File: src/rtl/ad100_pkg.sv
// Shared types and constants for the ad100 memory arbiter: widths, port ids
// and the owner-state encoding.
package ad100_pkg;

  localparam int unsigned ADDR_W = 30;
  localparam int unsigned DATA_W = 32;

  localparam logic PORT_CPU = 1'b0;
  localparam logic PORT_DMA = 1'b1;

  typedef enum logic [1:0] {
    StIdle,
    StOwn0,
    StOwn1,
    StOwn1Locked
  } owner_state_e;

  // Owner state entered when `port` transfers; `lock` is req1_lock for a DMA transfer.
  function automatic owner_state_e port_state(input logic port, input logic lock);
    if (port == PORT_DMA) begin
      return lock ? StOwn1Locked : StOwn1;
    end
    return StOwn0;
  endfunction

endpackage

File: src/rtl/ad100_rr_select.sv
// Two-input round-robin winner picker with a DMA lock override; purely
// combinational, one-hot grant.
module ad100_rr_select
  import ad100_pkg::*;
(
  input  logic [1:0] valid_i,
  input  logic       last_grant_i,
  input  logic       locked_i,
  output logic [1:0] grant_o
);

  always_comb begin
    grant_o = 2'b00;
    if (locked_i && valid_i[PORT_DMA]) begin
      grant_o = 2'b10;
    end else if (&valid_i) begin
      // On a tie the port that did not win last time goes first.
      grant_o = (last_grant_i == PORT_DMA) ? 2'b01 : 2'b10;
    end else begin
      grant_o = valid_i;
    end
  end

endmodule

File: src/rtl/ad100_mem_arbiter.sv
// Shares one synchronous single-port RAM between the ad100 CPU data port (0)
// and the loader/debug DMA port (1); read data returns one cycle later.
module ad100_mem_arbiter
  import ad100_pkg::*;
#(
  parameter int unsigned AddrW = ADDR_W,
  parameter int unsigned DataW = DATA_W,
  localparam int unsigned BeW  = DataW / 8
) (
  input  logic             clk_i,
  input  logic             rst_ni,

  input  logic             req0_valid_i,
  output logic             req0_ready_o,
  input  logic [AddrW-1:0] req0_addr_i,
  input  logic             req0_we_i,
  input  logic [BeW-1:0]   req0_be_i,
  input  logic [DataW-1:0] req0_wdata_i,
  output logic             rsp0_valid_o,
  output logic [DataW-1:0] rsp0_rdata_o,

  input  logic             req1_valid_i,
  output logic             req1_ready_o,
  input  logic [AddrW-1:0] req1_addr_i,
  input  logic             req1_we_i,
  input  logic [BeW-1:0]   req1_be_i,
  input  logic [DataW-1:0] req1_wdata_i,
  input  logic             req1_lock_i,
  output logic             rsp1_valid_o,
  output logic [DataW-1:0] rsp1_rdata_o,

  output logic             mem_en_o,
  output logic [AddrW-1:0] mem_addr_o,
  output logic [BeW-1:0]   mem_we_o,
  output logic [DataW-1:0] mem_wdata_o,
  input  logic [DataW-1:0] mem_rdata_i
);

  logic [1:0]   sel_grant, grant;
  logic         xfer, win, win_we;
  logic         last_grant_q, last_grant_d;
  logic         locked_q, locked_d;
  logic         rsp_pend_q, rsp_pend_d;
  logic         rsp_owner_q, rsp_owner_d;
  logic         rsp_we_q, rsp_we_d;
  logic         rsp_live;
  logic [DataW-1:0] rsp_data;
  owner_state_e state_q, state_d;

  ad100_rr_select u_rr_select (
    .valid_i      ({req1_valid_i, req0_valid_i}),
    .last_grant_i (last_grant_q),
    .locked_i     (locked_q),
    .grant_o      (sel_grant)
  );

  // Nothing is accepted while reset is held.
  assign grant        = rst_ni ? sel_grant : 2'b00;
  assign req0_ready_o = grant[PORT_CPU];
  assign req1_ready_o = grant[PORT_DMA];
  assign xfer         = |grant;
  assign win          = grant[PORT_DMA];

  always_comb begin
    mem_en_o    = 1'b0;
    mem_addr_o  = '0;
    mem_we_o    = '0;
    mem_wdata_o = '0;
    win_we      = 1'b0;
    if (xfer) begin
      mem_en_o = 1'b1;
      if (win == PORT_DMA) begin
        mem_addr_o  = req1_addr_i;
        mem_wdata_o = req1_wdata_i;
        mem_we_o    = req1_be_i & {BeW{req1_we_i}};
        win_we      = req1_we_i;
      end else begin
        mem_addr_o  = req0_addr_i;
        mem_wdata_o = req0_wdata_i;
        mem_we_o    = req0_be_i & {BeW{req0_we_i}};
        win_we      = req0_we_i;
      end
    end
  end

  always_comb begin
    last_grant_d = xfer ? win : last_grant_q;
    locked_d     = req1_lock_i ? (locked_q | grant[PORT_DMA]) : 1'b0;
    rsp_pend_d   = xfer;
    rsp_owner_d  = win;
    rsp_we_d     = win_we;

    state_d = state_q;
    if (xfer) begin
      state_d = port_state(win, req1_lock_i);
    end else if ((state_q == StOwn1Locked) && !req1_lock_i) begin
      state_d = StOwn1;
    end
  end

  always_ff @(posedge clk_i) begin
    if (!rst_ni) begin
      last_grant_q <= PORT_DMA;
      locked_q     <= 1'b0;
      rsp_pend_q   <= 1'b0;
      rsp_owner_q  <= PORT_CPU;
      rsp_we_q     <= 1'b0;
      state_q      <= StIdle;
    end else begin
      last_grant_q <= last_grant_d;
      locked_q     <= locked_d;
      rsp_pend_q   <= rsp_pend_d;
      rsp_owner_q  <= rsp_owner_d;
      rsp_we_q     <= rsp_we_d;
      state_q      <= state_d;
    end
  end

  // A response still pending when reset arrives is suppressed, not delivered.
  assign rsp_live     = rsp_pend_q & rst_ni;
  assign rsp_data     = rsp_we_q ? '0 : mem_rdata_i;
  assign rsp0_valid_o = rsp_live && (rsp_owner_q == PORT_CPU);
  assign rsp1_valid_o = rsp_live && (rsp_owner_q == PORT_DMA);
  assign rsp0_rdata_o = rsp0_valid_o ? rsp_data : '0;
  assign rsp1_rdata_o = rsp1_valid_o ? rsp_data : '0;

endmodule

File: config.mk
export PLATFORM = sky130hd
export DESIGN_NAME = ad100_mem_arbiter
export DESIGN_NICKNAME = d
export VERILOG_FILES = /design/src/rtl/ad100_pkg.sv /design/src/rtl/ad100_rr_select.sv /design/src/rtl/ad100_mem_arbiter.sv
export SDC_FILE = /design/constraint.sdc
export NUM_CORES = 1
export LEC_CHECK = 0
export CORE_AREA = 10 10 110 112
export DETAILED_ROUTE_END_ITERATION = 8
export DIE_AREA = 0 0 120 122
export HOLD_SLACK_MARGIN = 0.02
export PLACE_DENSITY = 0.76
export SYNTH_ARGS = -nofsm -noshare
export SYNTH_HDL_FRONTEND = slang
export SYNTH_SLANG_ARGS = --single-unit
File: constraint.sdc
create_clock -name clk_i -period 2 [get_ports clk_i]
set_input_delay 0.3 -clock clk_i [delete_from_list [all_inputs] [get_ports clk_i]]
set_output_delay 0.3 -clock clk_i [all_outputs]
set_load 0.1 [all_outputs]
==> Word-level counts from Yosys, hierarchy flattened <==
Index checks and enable logic that the tools add are counted.
W data, S select, Z words.
{ "totals": {"ff_bits": 5, "input_bits": 171, "output_inout_bits": 135, "elab_cells": 32} }
{ "op_classes": {"n_mux": 15, "bitwise": 5, "reduce_logical": 7} }
{ "ops": {"columns": ["operator", "count"], "rows": [
  ["$mux W32", 5],
  ["$mux W30", 2],
  ["$and A4 B4 Y4", 2],
  ["$mux W2", 4],
  ["$mux W4", 2],
  ["$reduce_and A2 Y1", 3],
  ["$logic_and A1 B1 Y1", 3],
  ["$mux W1", 2],
  ["$reduce_or A2 Y1", 1],
  ["$and A1 B1 Y1", 1],
  ["$not A1 Y1", 1],
  ["$or A1 B1 Y1", 1]
]} }

==> Depth between registers and ports, before layout <==
Gate-level depths: netlist of run 1.
{ "logic_depth": {"ltp_word": 6, "mapped_depth": 7, "ltp_nobuf": 3} }

==> Hierarchy <==
A second synthesis of run 1 with hierarchy kept.
{ "hier_totals": {"cells_unflattened": 218, "area_unflattened_um2": 1411.4} }
{ "modules_own_cells": {"columns": ["module", "n_inst", "cells_each", "area_per_inst_um2", "seq_area_each_um2"], "rows": [
  ["ad100_mem_arbiter", 1, 214, 1381.3, 100.1],
  ["ad100_rr_select", 1, 4, 30.0, 0.0]
]} }

==> Worst setup path before layout of run 1 <==
Ideal clock, no wire load.
{ "synth_path": {"kind": "input port to output port", "startpoint": "in rst_ni", "endpoint": "out mem_wdata_o[10]", "arrival_time_ns": 3.123, "required_ns": 1.700, "setup_slack_ns": -1.423, "cell_stages": 6, "path_buffers": 3, "cell_sequence": "buf_6 > and2_4 > buf_6 > and2_4 > clkbuf_1 > o21ai_0"} }
{ "synth_between": {"elab_chain_cells": 3, "word_cells_on_any_way": 4, "cone_classes": "mux (3); reduce/logical (1)"} }
{ "synth_rtl": {"columns": ["element", "line_no", "text"], "rows": [
  ["start, declared", "ad100_mem_arbiter.sv:11", "input logic rst_ni,"],
  ["$mux W2 *", "ad100_mem_arbiter.sv:58", "assign grant = rst_ni ? sel_grant : 2'b00;"],
  ["$mux W32 / $reduce_or A2 Y1 (equally long branches)", "ad100_mem_arbiter.sv:72, ad100_mem_arbiter.sv:61", null],
  ["$mux W32 *", "ad100_mem_arbiter.sv:70", "if (xfer) begin"],
  ["end, declared", "ad100_mem_arbiter.sv:35", "output logic [DataW-1:0] mem_wdata_o,"]
]} }
Mark *: on every way between the ends. The rest lies on a longest branch, timed or not.

==> Final worst setup path of run 1 <==
{ "layout_path": {"startpoint": "reg locked_q", "endpoint": "out mem_wdata_o[13]"} }
{ "layout_between": {"elab_chain_cells": 5, "word_cells_on_any_way": 6, "cone_classes": "mux (4); reduce/logical (2)"} }
{ "layout_rtl": {"columns": ["element", "line_no", "text"], "rows": [
  ["start, declared", "ad100_mem_arbiter.sv:42", "logic locked_q, locked_d;"],
  ["start signal, assigned", "ad100_mem_arbiter.sv:111", "locked_q <= locked_d;"],
  ["$logic_and A1 B1 Y1 *", "ad100_rr_select.sv:14", "if (locked_i && valid_i[PORT_DMA]) begin"],
  ["$mux W2 *", "ad100_rr_select.sv:14", null],
  ["$mux W2 *", "ad100_mem_arbiter.sv:58", null],
  ["$mux W32 / $reduce_or A2 Y1 (equally long branches)", "ad100_mem_arbiter.sv:72, ad100_mem_arbiter.sv:61", null],
  ["$mux W32 *", "ad100_mem_arbiter.sv:70", null]
]} }
Marked as above.

==> results of run 1 <==
==> area by class of cell <==
cell class	count	area [um^2]
tap	136	170
fill	680	2580
inverter	2	7.51
multi-input combinational	312	2230
sequential	5	103
timing repair buffer	336	4910
clock buffer	4	45.0
==> sequential cells by signal (all words and copies together) (netlist names) <==
name and flops:
rsp_pend_q 1, rsp_we_q 1, last_grant_q 1, locked_q 1, rsp_owner_q 1
==> cell usage in the layout (no fill, tap or decap) <==
cell type,count
sky130_fd_sc_hd__a21oi_1,1
sky130_fd_sc_hd__and2_1,1
sky130_fd_sc_hd__and2_4,2
sky130_fd_sc_hd__and3_1,2
sky130_fd_sc_hd__buf_12,145
sky130_fd_sc_hd__buf_16,5
sky130_fd_sc_hd__buf_4,11
sky130_fd_sc_hd__buf_6,3
sky130_fd_sc_hd__bufbuf_16,1
sky130_fd_sc_hd__clkbuf_1,1
sky130_fd_sc_hd__clkbuf_16,1
sky130_fd_sc_hd__clkbuf_2,1
sky130_fd_sc_hd__clkbuf_8,3
sky130_fd_sc_hd__clkdlybuf4s50_1,167
sky130_fd_sc_hd__dfxtp_1,3
sky130_fd_sc_hd__dfxtp_2,2
sky130_fd_sc_hd__dlygate4sd2_1,2
sky130_fd_sc_hd__inv_1,2
sky130_fd_sc_hd__nand2_1,64
sky130_fd_sc_hd__nand2b_1,34
sky130_fd_sc_hd__nand3_1,68
sky130_fd_sc_hd__nand3b_1,2
sky130_fd_sc_hd__nand4_1,4
sky130_fd_sc_hd__nor2_1,64
sky130_fd_sc_hd__o211a_1,1
sky130_fd_sc_hd__o21a_1,2
sky130_fd_sc_hd__o21a_4,1
sky130_fd_sc_hd__o21ai_4,66
==> worst paths after layout <==
path | to | slack [ns] | depth (start not counted)
setup / recovery | mem_wdata_o[13] | 0.05 | 6
hold / removal | rsp_pend_q | 0.37 | 2
setup reg to reg | rsp_we_q | 0.61 | 5
hold reg to reg | locked_q | 0.49 | 1
==> what timing repair did <==
item	4_1_cts	5_1_grt
resized for setup	12	5
endpoints found under the hold margin	0	0
buffers inserted	3	0
pin swaps	1	14
setup endpoints to repair	131	36
gates cloned	3	1
==> routing by layer <==
| layer | up-vias | routed length (um) | share of wire |
|---|---|---|---|
| met3 | 19 | 1670 | 0.098 |
| met1 | 1826 | 5830 | 0.34 |
| met5 | - | 0 | 0 |
| met4 | 0 | 277 | 0.016 |
| met2 | 205 | 9210 | 0.54 |
| li1 | 1795 | - | - |
==> stage by stage <==
stage | hold WS [ns] | util | instances | cell area [um^2] | power (mW)
final | 0.372 | 0.743 | 795 | 7460 | 2.99
after CTS | 0.508 | 0.740 | 794 | 7430 | 3.00
after global routing | 0.373 | 0.743 | 795 | 7460 | 3.09
after detailed placement | 0.502 | 0.718 | 784 | 7210 | 2.75
after floorplan | 0.410 | - | 358 | 2570 | 1.63
after global placement | 0.491 | 0.718 | 784 | 7210 | 2.71
==> power groups by stage <==
stage	registers (mW)	logic, mW	clock network [mW]
detailed placement	0.121	2.63	0
finish	0.119	2.68	0.190
floorplan	0.111	1.51	0
global placement	0.120	2.59	0
global route	0.121	2.77	0.200
CTS	0.120	2.69	0.194
==> cells by family after synthesis <==
family | count (synthesis) | share of synthesized area
simple gates | 241 | 0.598
compound gates | 71 | 0.237
flops | 5 | 0.0539
buf+inv | 41 | 0.112
==> worst max-delay path: stages, from the launching register on <==
cell and delay [ns]:
sky130_fd_sc_hd__dfxtp_2 0.31, sky130_fd_sc_hd__nand3b_1 0.22, sky130_fd_sc_hd__and2_4 0.23, sky130_fd_sc_hd__buf_12 0.14
sky130_fd_sc_hd__buf_16 0.14, sky130_fd_sc_hd__o21ai_4 0.18, sky130_fd_sc_hd__buf_12 0.19
==> results.sh, run 1 <==
export IMPL_run_status="finished clean"
export IMPL_port_buffer_count=305
export IMPL_hold_path_startpoint="req0_valid_i"
export IMPL_power_switching_mw=1.66
export IMPL_route_vias_total=3845
export IMPL_netlist_instances=358
export IMPL_finish_net_count=831
export IMPL_antenna_found_initial=0
export IMPL_max_freq_ghz=0.512
export IMPL_synthesis_warnings=0
export IMPL_p_seq_frac=0.040
export IMPL_grtUsageMet2=0.414
export IMPL_maxCapViolations=0
export IMPL_synth_sequential_area_ratio=0.0539
export IMPL_yosys_cell_count_top_type="sky130_fd_sc_hd__nand3_1"
export IMPL_power_per_cell_area_nw_per_um2=401
export IMPL_cts_root_to_sink_buffers=2
export IMPL_core_rowCount=37
export IMPL_area_growth_synth_to_final_pct=302
export IMPL_final_hold_violation_count=0
export IMPL_fin_worst_skew_ns=0.00485
export IMPL_synth_net_count=529
export IMPL_initial_core_util=0.185
export IMPL_global_route_usage_met1=0.216
export IMPL_path_max_fanout=5
export IMPL_cts_root_buffer="sky130_fd_sc_hd__clkbuf_8"
export IMPL_cts_tree="yes"
export IMPL_critical_path_arrival_ns=1.65
export IMPL_final_critical_path_time_including_i_o_delays_and_setup_ns=1.95
export IMPL_grt_pass1_vias=4210
export IMPL_synth_lib_cells_used_distinct=21
export IMPL_htreeDepth=1
export IMPL_post_synth_most_frequent_cells="sky130_fd_sc_hd__nand3_1 (68), sky130_fd_sc_hd__nand2_1 (64), sky130_fd_sc_hd__nor2_1 (64)"
export IMPL_ir_drop_uv=257
export IMPL_routed_via_density=4.84
export IMPL_post_synth_instance_area_um2=1860
export IMPL_netlist_top_cells_area="sky130_fd_sc_hd__nand3_1 (18%), sky130_fd_sc_hd__nand2_1 (13%), sky130_fd_sc_hd__nor2_1 (13%)"
export IMPL_relSlewSlack=0.686
export IMPL_last_weighted_congestion_value_of_the_routability_driven_placer=0.834
export IMPL_route_antenna_remaining_nets=0
export IMPL_drc=0
export IMPL_clock_sinks=5
export IMPL_grt_first_pass_wirelength_mm=25.2
export IMPL_fin_setup_tns_ns=0
export IMPL_synth_enable_flop_cells=0
export IMPL_post_synth_top_area_fraction=0.183
export IMPL_route_final_wire_length_mm=17.0
export IMPL_die_y_um=122
export IMPL_ys_dominant_reg_cell="sky130_fd_sc_hd__dfxtp_1"
export IMPL_holdBufCountCts=0
export IMPL_critical_path_endpoint_type="output port"
export IMPL_worst_r2r_startpoint="locked_q"
export IMPL_postLayoutSetupSlackWorst_ns=0.0470
export IMPL_first_pass_iters=4
export IMPL_setup_violations=0
export IMPL_dieWidth_um=120
export IMPL_grt_start_max_net_pins=35
export IMPL_crit_required_ns=1.70
export IMPL_postSynthRegisterBits=5
export IMPL_grtUsageMet3=0.0823
export IMPL_dp_worst_setup_slack_ns=-0.189
export IMPL_internal_power_mw=1.34
export IMPL_power_clock_fraction=0.064
export IMPL_swShare=0.554
export IMPL_leftover_overflow_at_the_end_of_global_routing=0
export IMPL_drive_above_1_share=0.366
export IMPL_dp_hpwl_mm=14.2
export IMPL_syn_mean_instance_area_um2=5.19
export IMPL_unrepaired_setup_endpoints_after_global_routing="yes"
export IMPL_antenna_cells_inserted=0
export IMPL_finalCritPeriodShare=0.977
export IMPL_hold_class="input pin to flop"
export IMPL_floorplan_core_area_um2=10000
export IMPL_synth_largest_area_cell="sky130_fd_sc_hd__nand3_1"
export IMPL_combPwrFrac=0.897
export IMPL_clock_pin_slew_of_the_registers_on_the_worst_case_setup_and_hold_paths_ns=0.04
export IMPL_maxSlewViolCount=0
export IMPL_first_iter_violations=210
export IMPL_critical_path_class="flop to output port"
export IMPL_p_leak_nw=2.89
export IMPL_clock_insertion_delay_worst_skew_ns=0.23
export IMPL_route_detailed_wl_per_inst_um=21.4
export IMPL_max_slew_worst_pin_slew_ns=0.472
export IMPL_grt_usage=0.216
export IMPL_die_area_um2=14600
export IMPL_num_io_pins=306
export IMPL_synthArstFlopShare=0
export IMPL_crit_start="locked_q"
export IMPL_cts_buffers_inserted=3
export IMPL_busiest_layer="met2"
export IMPL_worstSetupStartpointType="flop"
Note: power is estimated with default switching activity, not from simulation.
==> inputs of run 2 (changes only) <==
Settings changed: GPL_ROUTABILITY_DRIVEN from default to 0, TNS_END_PERCENT from default to 5.
==> run 2 against run 1 <==
Net effect:
- global-route usage is 0.96 points lower
- clock skew down 0.0040 ns
- register-to-register slack better by 0.10 ns
- worst setup slack improved by 0.030 ns
- clock-buffer cell count is the same
- via count down 1.8%
- sequential share of layout area rose by 0.063 points
- utilization shrank 4.1 points
- die area stayed put
- wire length decreased by 5.5%
- first-iteration DRC count fell by 17%
- power shrank 4.1%
- critical endpoint is now mem_addr_o[26]
- largest cell class unchanged
- largest power group unchanged
- highest routed layer unchanged
==> results.sh, run 2 (synthesis gave the netlist of run 1 again) <==
export IMPL_p_leak_nw=2.77
export IMPL_route_antenna_remaining_nets=0
export IMPL_route_vias_total=3774
export IMPL_clock_pin_slew_of_the_registers_on_the_worst_case_setup_and_hold_paths_ns=0.04
export IMPL_final_critical_path_time_including_i_o_delays_and_setup_ns=1.92
export IMPL_routed_via_density=4.78
export IMPL_core_rowCount=37
export IMPL_first_iter_violations=174
export IMPL_layout_cells_most_common="sky130_fd_sc_hd__clkdlybuf4s50_1"
export IMPL_critical_path_arrival_ns=1.62
export IMPL_fin_worst_skew_ns=0.000895
export IMPL_postCtsSetupBuffers=0
export IMPL_grt_first_pass_wirelength_mm=24.4
export IMPL_grt_pass1_vias=4061
export IMPL_power_switching_mw=1.60
export IMPL_drive_above_1_share=0.358
export IMPL_htreeDepth=1
export IMPL_max_slew_worst_pin_slew_ns=0.452
export IMPL_finish_net_count=825
export IMPL_holdBufCountCts=0
export IMPL_maxCapViolations=0
export IMPL_final_hold_violation_count=0
export IMPL_worst_path_largest_cell_delay_ns=0.31
export IMPL_setup_violations=0
export IMPL_fillCellCount=723
export IMPL_clock_insertion_delay_worst_skew_ns=0.22
export IMPL_floorplan_core_area_um2=10000
export IMPL_antenna_found_initial=0
export IMPL_critical_path_class="flop to output port"
export IMPL_crit_required_ns=1.70
export IMPL_grt_start_max_net_pins=43
export IMPL_finalCritPeriodShare=0.962
export IMPL_relSlewSlack=0.699
export IMPL_ir_drop_uv=282
export IMPL_cell_breakdown_of_the_critical_path="nand3b_1, and2_4, buf_16, o21ai_2, buf_12"
export IMPL_antenna_cells_inserted=0
export IMPL_swShare=0.557
export IMPL_die_area_um2=14600
export IMPL_internal_power_mw=1.27
export IMPL_die_y_um=122
export IMPL_maxSlewViolCount=0
export IMPL_critical_path_buf_inv_count=2
export IMPL_dieWidth_um=120
export IMPL_cts_tree="yes"
export IMPL_cts_root_buffer="sky130_fd_sc_hd__clkbuf_8"
export IMPL_run_status="finished clean"
export IMPL_num_io_pins=306
export IMPL_final_core_util=0.702
export IMPL_leftover_overflow_at_the_end_of_global_routing=0
export IMPL_area_growth_synth_to_final_pct=280
export IMPL_hold_class="input pin to flop"
export IMPL_crit_slowest_cell="sky130_fd_sc_hd__dfxtp_1"
export IMPL_critical_path_endpoint_type="output port"
export IMPL_unrepaired_setup_endpoints_after_global_routing="no"
export IMPL_cts_buffers_inserted=3
export IMPL_layout_common_cells="sky130_fd_sc_hd__clkdlybuf4s50_1 (167), sky130_fd_sc_hd__buf_12 (146), sky130_fd_sc_hd__nand3_1 (68)"
export IMPL_cts_root_to_sink_buffers=2
export IMPL_p_seq_frac=0.041
export IMPL_path_max_fanout=14
export IMPL_route_final_wire_length_mm=16.0
export IMPL_grt_usage=0.206
export IMPL_power_clock_fraction=0.066
export IMPL_dp_hpwl_mm=13.8
export IMPL_power_per_cell_area_nw_per_um2=407
export IMPL_whs_ns=0.405
export IMPL_route_detailed_wl_per_inst_um=20.3
export IMPL_clock_sinks=5
export IMPL_port_buffer_count=305
export IMPL_combPwrFrac=0.893
export IMPL_max_freq_ghz=0.520
export IMPL_initial_core_util=0.185
export IMPL_drc=0
export IMPL_timing_critical_path_max_delay_family="simple AND/OR/NAND/NOR gates"
export IMPL_first_pass_iters=4
export IMPL_worstSetupStartpointType="flop"
[run 2: changes by cell type in the layout (fill, tap and decap cells not counted), sizes merged]
cell	before	now
bufbuf	1	0
clkbuf	6	5
clkdlybuf4s15	0	1
buf	164	160
dlygate4sd2	2	1
[run 2: power groups by stage]
stage / combinational, mW / clock [mW] / sequential, mW
5_1_grt: 2.65 / 0.203 / 0.120
3_5_place_dp: 2.53 / 0 / 0.120
2_1_floorplan: 1.41 / 0 / 0.111
3_3_place_gp: 2.50 / 0 / 0.120
6_report: 2.56 / 0.189 / 0.119
4_1_cts: 2.58 / 0.195 / 0.118
[run 2: final timing paths]
| path | slack [ns] | cells past startpoint | end | startpoint |
|---|---|---|---|---|
| max reg2reg | 0.71 | 4 | locked_q | locked_q |
| max | 0.08 | 5 | mem_addr_o[26] | locked_q |
| min reg2reg | 0.51 | 2 | last_grant_q | last_grant_q |
| min | 0.40 | 2 | rsp_pend_q | req1_valid_i |
[run 2: cell type report]
cell class              instances  area (um^2)  area share
repair buffers                330         4770       0.676
multi-input cells             312         1960       0.278
well taps                     136          170      0.0241
flip-flops and latches          5          101      0.0144
clock buffers                   4         45.0     0.00639
inverters                       2         7.51     0.00106
[run 2: routing by layer]
metal / share of wire / GRT usage / vias to the layer above
met4: 0.019 / 0.0558 / 0
met2: 0.53 / 0.391 / 219
li1: - / - / 1786
met1: 0.34 / 0.205 / 1749
met3: 0.11 / 0.0819 / 20
met5: 0 / 0 / -
[run 2: metrics by stage]
stage | area, um^2 | worst slack (ns) | setup TNS (ns) | cells | power (mW)
after floorplan | 2170 | -0.350 | -33.22 | 358 | 1.52
after global placement | 6850 | -0.108 | -5.21 | 783 | 2.62
after detailed placement | 6850 | -0.185 | -8.84 | 783 | 2.65
after CTS | 7060 | 0.00679 | 0 | 789 | 2.89
after global routing | 7050 | 0.0175 | 0 | 789 | 2.98
final | 7050 | 0.0766 | 0 | 789 | 2.87
[run 2: what timing repair did]
item                       4_1_cts  5_1_grt
gates cloned                     2        0
resized for setup               20        4
pin swaps                        2        5
setup endpoints to repair      130        8
==> inputs of run 3 (changes only) <==
Settings changed: CORE_AREA 10 10 110 112 to 10 10 112 114, DIE_AREA 0 0 120 122 to 0 0 122 124, PLACE_DENSITY 0.76 to 0.69, SYNTH_HIERARCHICAL from default to 1.
==> run 3 against run 2 <==
Net effect:
- the flow now finishes with violations (setup timing)
- clock skew up 0.00053 ns
- utilization down 5.6 points
- sequential share of layout area up 0.13 points
- synthesized area down 24%
- via count down 19%
- worst setup slack worse by 0.23 ns
- register-to-register slack worse by 0.20 ns
- wire length down 3.9%
- critical path type unchanged
- largest cell class unchanged
==> results.sh, run 3 <==
export IMPL_run_status="finished, violations left"
export IMPL_violations="setup timing"
export IMPL_unrepaired_setup_endpoints_after_global_routing="yes"
export IMPL_power_clock_fraction=0.073
export IMPL_clock_insertion_delay_worst_skew_ns=0.22
export IMPL_power_per_cell_area_nw_per_um2=401
export IMPL_internal_power_mw=1.25
export IMPL_grt_first_pass_wirelength_mm=22.1
export IMPL_final_seq_area_um2=104
export IMPL_post_synth_instance_area_um2=1410
export IMPL_first_pass_iters=4
export IMPL_combPwrFrac=0.881
export IMPL_clock_pin_slew_of_the_registers_on_the_worst_case_setup_and_hold_paths_ns=0.04
export IMPL_worst_r2r_startpoint="locked_q"
export IMPL_first_iter_violations=106
export IMPL_critical_path_arrival_ns=1.86
export IMPL_die_area_um2=15100
export IMPL_yosys_cell_count_top_type="sky130_fd_sc_hd__nor2_1"
export IMPL_leftover_overflow_at_the_end_of_global_routing=0
export IMPL_whs_endpoint="locked_q"
export IMPL_finalCritPeriodShare=1.08
export IMPL_final_critical_path_time_including_i_o_delays_and_setup_ns=2.16
export IMPL_hold_class="flop to flop"
export IMPL_routed_via_density=4.54
export IMPL_critical_path_endpoint_type="output port"
export IMPL_swShare=0.529
export IMPL_postLayoutSetupSlackWorst_ns=-0.156
export IMPL_power_switching_mw=1.40
export IMPL_global_route_usage_met1=0.172
export IMPL_worstReg2RegEnd="rsp_pend_q"
export IMPL_initial_core_util=0.138
export IMPL_antenna_found_initial=5
export IMPL_cts_buffers_inserted=3
export IMPL_die_y_um=124
export IMPL_post_synth_most_frequent_cells="sky130_fd_sc_hd__nor2_1 (64), sky130_fd_sc_hd__a22o_1 (63), sky130_fd_sc_hd__nand2b_1 (33)"
export IMPL_synth_enable_flop_cells=0
export IMPL_layout_cells_most_common="sky130_fd_sc_hd__clkdlybuf4s50_1"
export IMPL_route_detailed_wl_per_inst_um=22.8
export IMPL_synth_net_count=389
export IMPL_final_core_util=0.646
export IMPL_crit_required_ns=1.70
export IMPL_netlist_top_cells_area="sky130_fd_sc_hd__a22o_1 (39%), sky130_fd_sc_hd__nor2_1 (17%), sky130_fd_sc_hd__nand2b_1 (15%)"
export IMPL_final_hold_violation_count=0
export IMPL_p_seq_frac=0.046
export IMPL_synth_largest_area_cell="sky130_fd_sc_hd__a22o_1"
export IMPL_area_growth_synth_to_final_pct=368
export IMPL_drc=0
export IMPL_ir_drop_uv=282
export IMPL_syn_mean_instance_area_um2=6.47
export IMPL_place_area_um2=6110
export IMPL_route_final_wire_length_mm=15.4
export IMPL_grt_start_max_net_pins=51
export IMPL_critical_path_class="flop to output port"
export IMPL_relSlewSlack=0.697
export IMPL_port_buffer_count=305
export IMPL_grtUsageMet2=0.375
export IMPL_ys_dominant_reg_cell="sky130_fd_sc_hd__dfxtp_1"
export IMPL_dieWidth_um=122
export IMPL_grt_usage=0.192
export IMPL_grtUsageMet3=0.0937
export IMPL_route_vias_total=3072
export IMPL_synthesis_warnings=6
export IMPL_postSynthRegisterBits=5
export IMPL_floorplan_core_area_um2=10200
export IMPL_netlist_instances=218
export IMPL_cts_tree="yes"
export IMPL_core_rowCount=37
export IMPL_p_leak_nw=2.76
export IMPL_busiest_layer="met2"
export IMPL_finish_net_count=707
export IMPL_num_io_pins=306
export IMPL_cts_root_buffer="sky130_fd_sc_hd__clkbuf_8"
export IMPL_post_synth_top_area_fraction=0.391
export IMPL_grt_pass1_vias=3441
export IMPL_htreeDepth=1
export IMPL_drive_above_1_share=0.396
export IMPL_max_slew_worst_pin_slew_ns=0.454
export IMPL_maxCapViolations=0
export IMPL_dp_hpwl_mm=13.2
export IMPL_worstSetupStartpointType="flop"
export IMPL_ff2ff_path_depth=9
export IMPL_fillCellCount=768
export IMPL_fin_setup_tns_ns=-7.23
export IMPL_layout_common_cells="sky130_fd_sc_hd__clkdlybuf4s50_1 (167), sky130_fd_sc_hd__buf_12 (141), sky130_fd_sc_hd__nor2_1 (64)"
export IMPL_fin_worst_skew_ns=0.00142
export IMPL_design_area_um2=6610
export IMPL_clock_sinks=5
export IMPL_worstHoldPathCells=1
export IMPL_hold_path_startpoint="locked_q"
export IMPL_max_freq_ghz=0.464
export IMPL_synth_sequential_area_ratio=0.0709
export IMPL_crit_start="locked_q"
export IMPL_setup_violations=67
export IMPL_synthArstFlopShare=0
export IMPL_multi_input_comb_area_um2=1450
export IMPL_r2r_slack_ns=0.51
export IMPL_route_antenna_remaining_nets=0
export IMPL_cts_root_to_sink_buffers=2
export IMPL_synth_lib_cells_used_distinct=19
export IMPL_path_max_fanout=5
export IMPL_maxSlewViolCount=0
[run 3: cell types whose count changed in the layout (fill, tap and decap cells not counted), moves of 4 or more]
cell / delta
sky130_fd_sc_hd__o21ai_2: -36
sky130_fd_sc_hd__a22o_4: +25
sky130_fd_sc_hd__nand4_1: -4
sky130_fd_sc_hd__nand3_1: -62
sky130_fd_sc_hd__a21oi_4: +5
sky130_fd_sc_hd__buf_4: +6
sky130_fd_sc_hd__diode_2: +5
sky130_fd_sc_hd__nand2_1: -64
sky130_fd_sc_hd__o21ai_4: -29
sky130_fd_sc_hd__a22o_1: +38
sky130_fd_sc_hd__buf_12: -5
[run 3: per-stage QoR]
| step | std cells | power, mW | setup slack [ns] | hold WS [ns] |
|---|---|---|---|---|
| finish | 676 | 2.65 | -0.156 | 0.476 |
| global placement | 652 | 2.32 | -0.168 | 0.461 |
| CTS | 671 | 2.64 | -0.148 | 0.479 |
| global route | 676 | 2.74 | -0.220 | 0.486 |
| floorplan | 218 | 1.31 | -0.428 | 0.383 |
| detailed placement | 652 | 2.34 | -0.219 | 0.488 |
[run 3: cell families (layout without fill, tap and decap cells)]
| family | count (synthesis) | in the layout | share of synthesized area |
|---|---|---|---|
| flops | 5 | 5 | 0.0709 |
| other cells | 0 | 5 | 0 |
| simple gates | 112 | 112 | 0.382 |
| compound gates | 71 | 71 | 0.425 |
| buf+inv | 30 | 347 | 0.122 |
[run 3: repair_timing]
| item | CTS | global route |
|---|---|---|
| setup buffers | 13 | 0 |
| endpoints found under the setup margin | 131 | 85 |
| gates resized for setup | 27 | 17 |
| cloned | 3 | 0 |
| hold buffers | 0 | 0 |
| hold endpoints to repair | 0 | 0 |
| pin swaps | 13 | 8 |
[run 3: area by class of cell]
type	count	area share
inverters	7	0.00435
flip-flops and latches	5	0.0157
multi-input cells	183	0.219
repair buffers	336	0.727
clock buffers	4	0.00682
diodes	5	0.00189
well taps	136	0.0257
[run 3: worst max-delay path by stage]
| stage | end | slack, ns | cells past startpoint |
|---|---|---|---|
| final | mem_addr_o[22] | -0.16 | 9 |
| after global routing | mem_wdata_o[7] | -0.22 | 9 |
| after CTS | mem_wdata_o[14] | -0.15 | 9 |
| after detailed placement | mem_wdata_o[15] | -0.22 | 8 |
| after global placement | mem_addr_o[26] | -0.17 | 8 |
| after floorplan | mem_addr_o[1] | -0.43 | 7 |
[run 3: power groups by stage]
stage / Combinational, mW / Clock [mW] / Sequential, mW
after global routing: 2.41 / 0.209 / 0.123
after floorplan: 1.20 / 0 / 0.112
after CTS: 2.31 / 0.204 / 0.121
after detailed placement: 2.21 / 0 / 0.123
after global placement: 2.20 / 0 / 0.122
final: 2.33 / 0.194 / 0.122
[run 3: critical path, stage by stage (launching register included)]
cell,delay [ns]
sky130_fd_sc_hd__dfxtp_2,0.32
sky130_fd_sc_hd__nand2b_4,0.13
sky130_fd_sc_hd__o21a_1,0.14
sky130_fd_sc_hd__nand2_2,0.07
sky130_fd_sc_hd__and2_4,0.18
sky130_fd_sc_hd__buf_12,0.13
sky130_fd_sc_hd__buf_4,0.13
sky130_fd_sc_hd__buf_4,0.14
sky130_fd_sc_hd__a22o_1,0.22
sky130_fd_sc_hd__buf_12,0.18
[run 3: layer usage]
layer / wire length, um / share of wire
met5: 0 / 0
met1: 4850 / 0.31
met4: 320 / 0.021
met3: 1790 / 0.12
met2: 8450 / 0.55
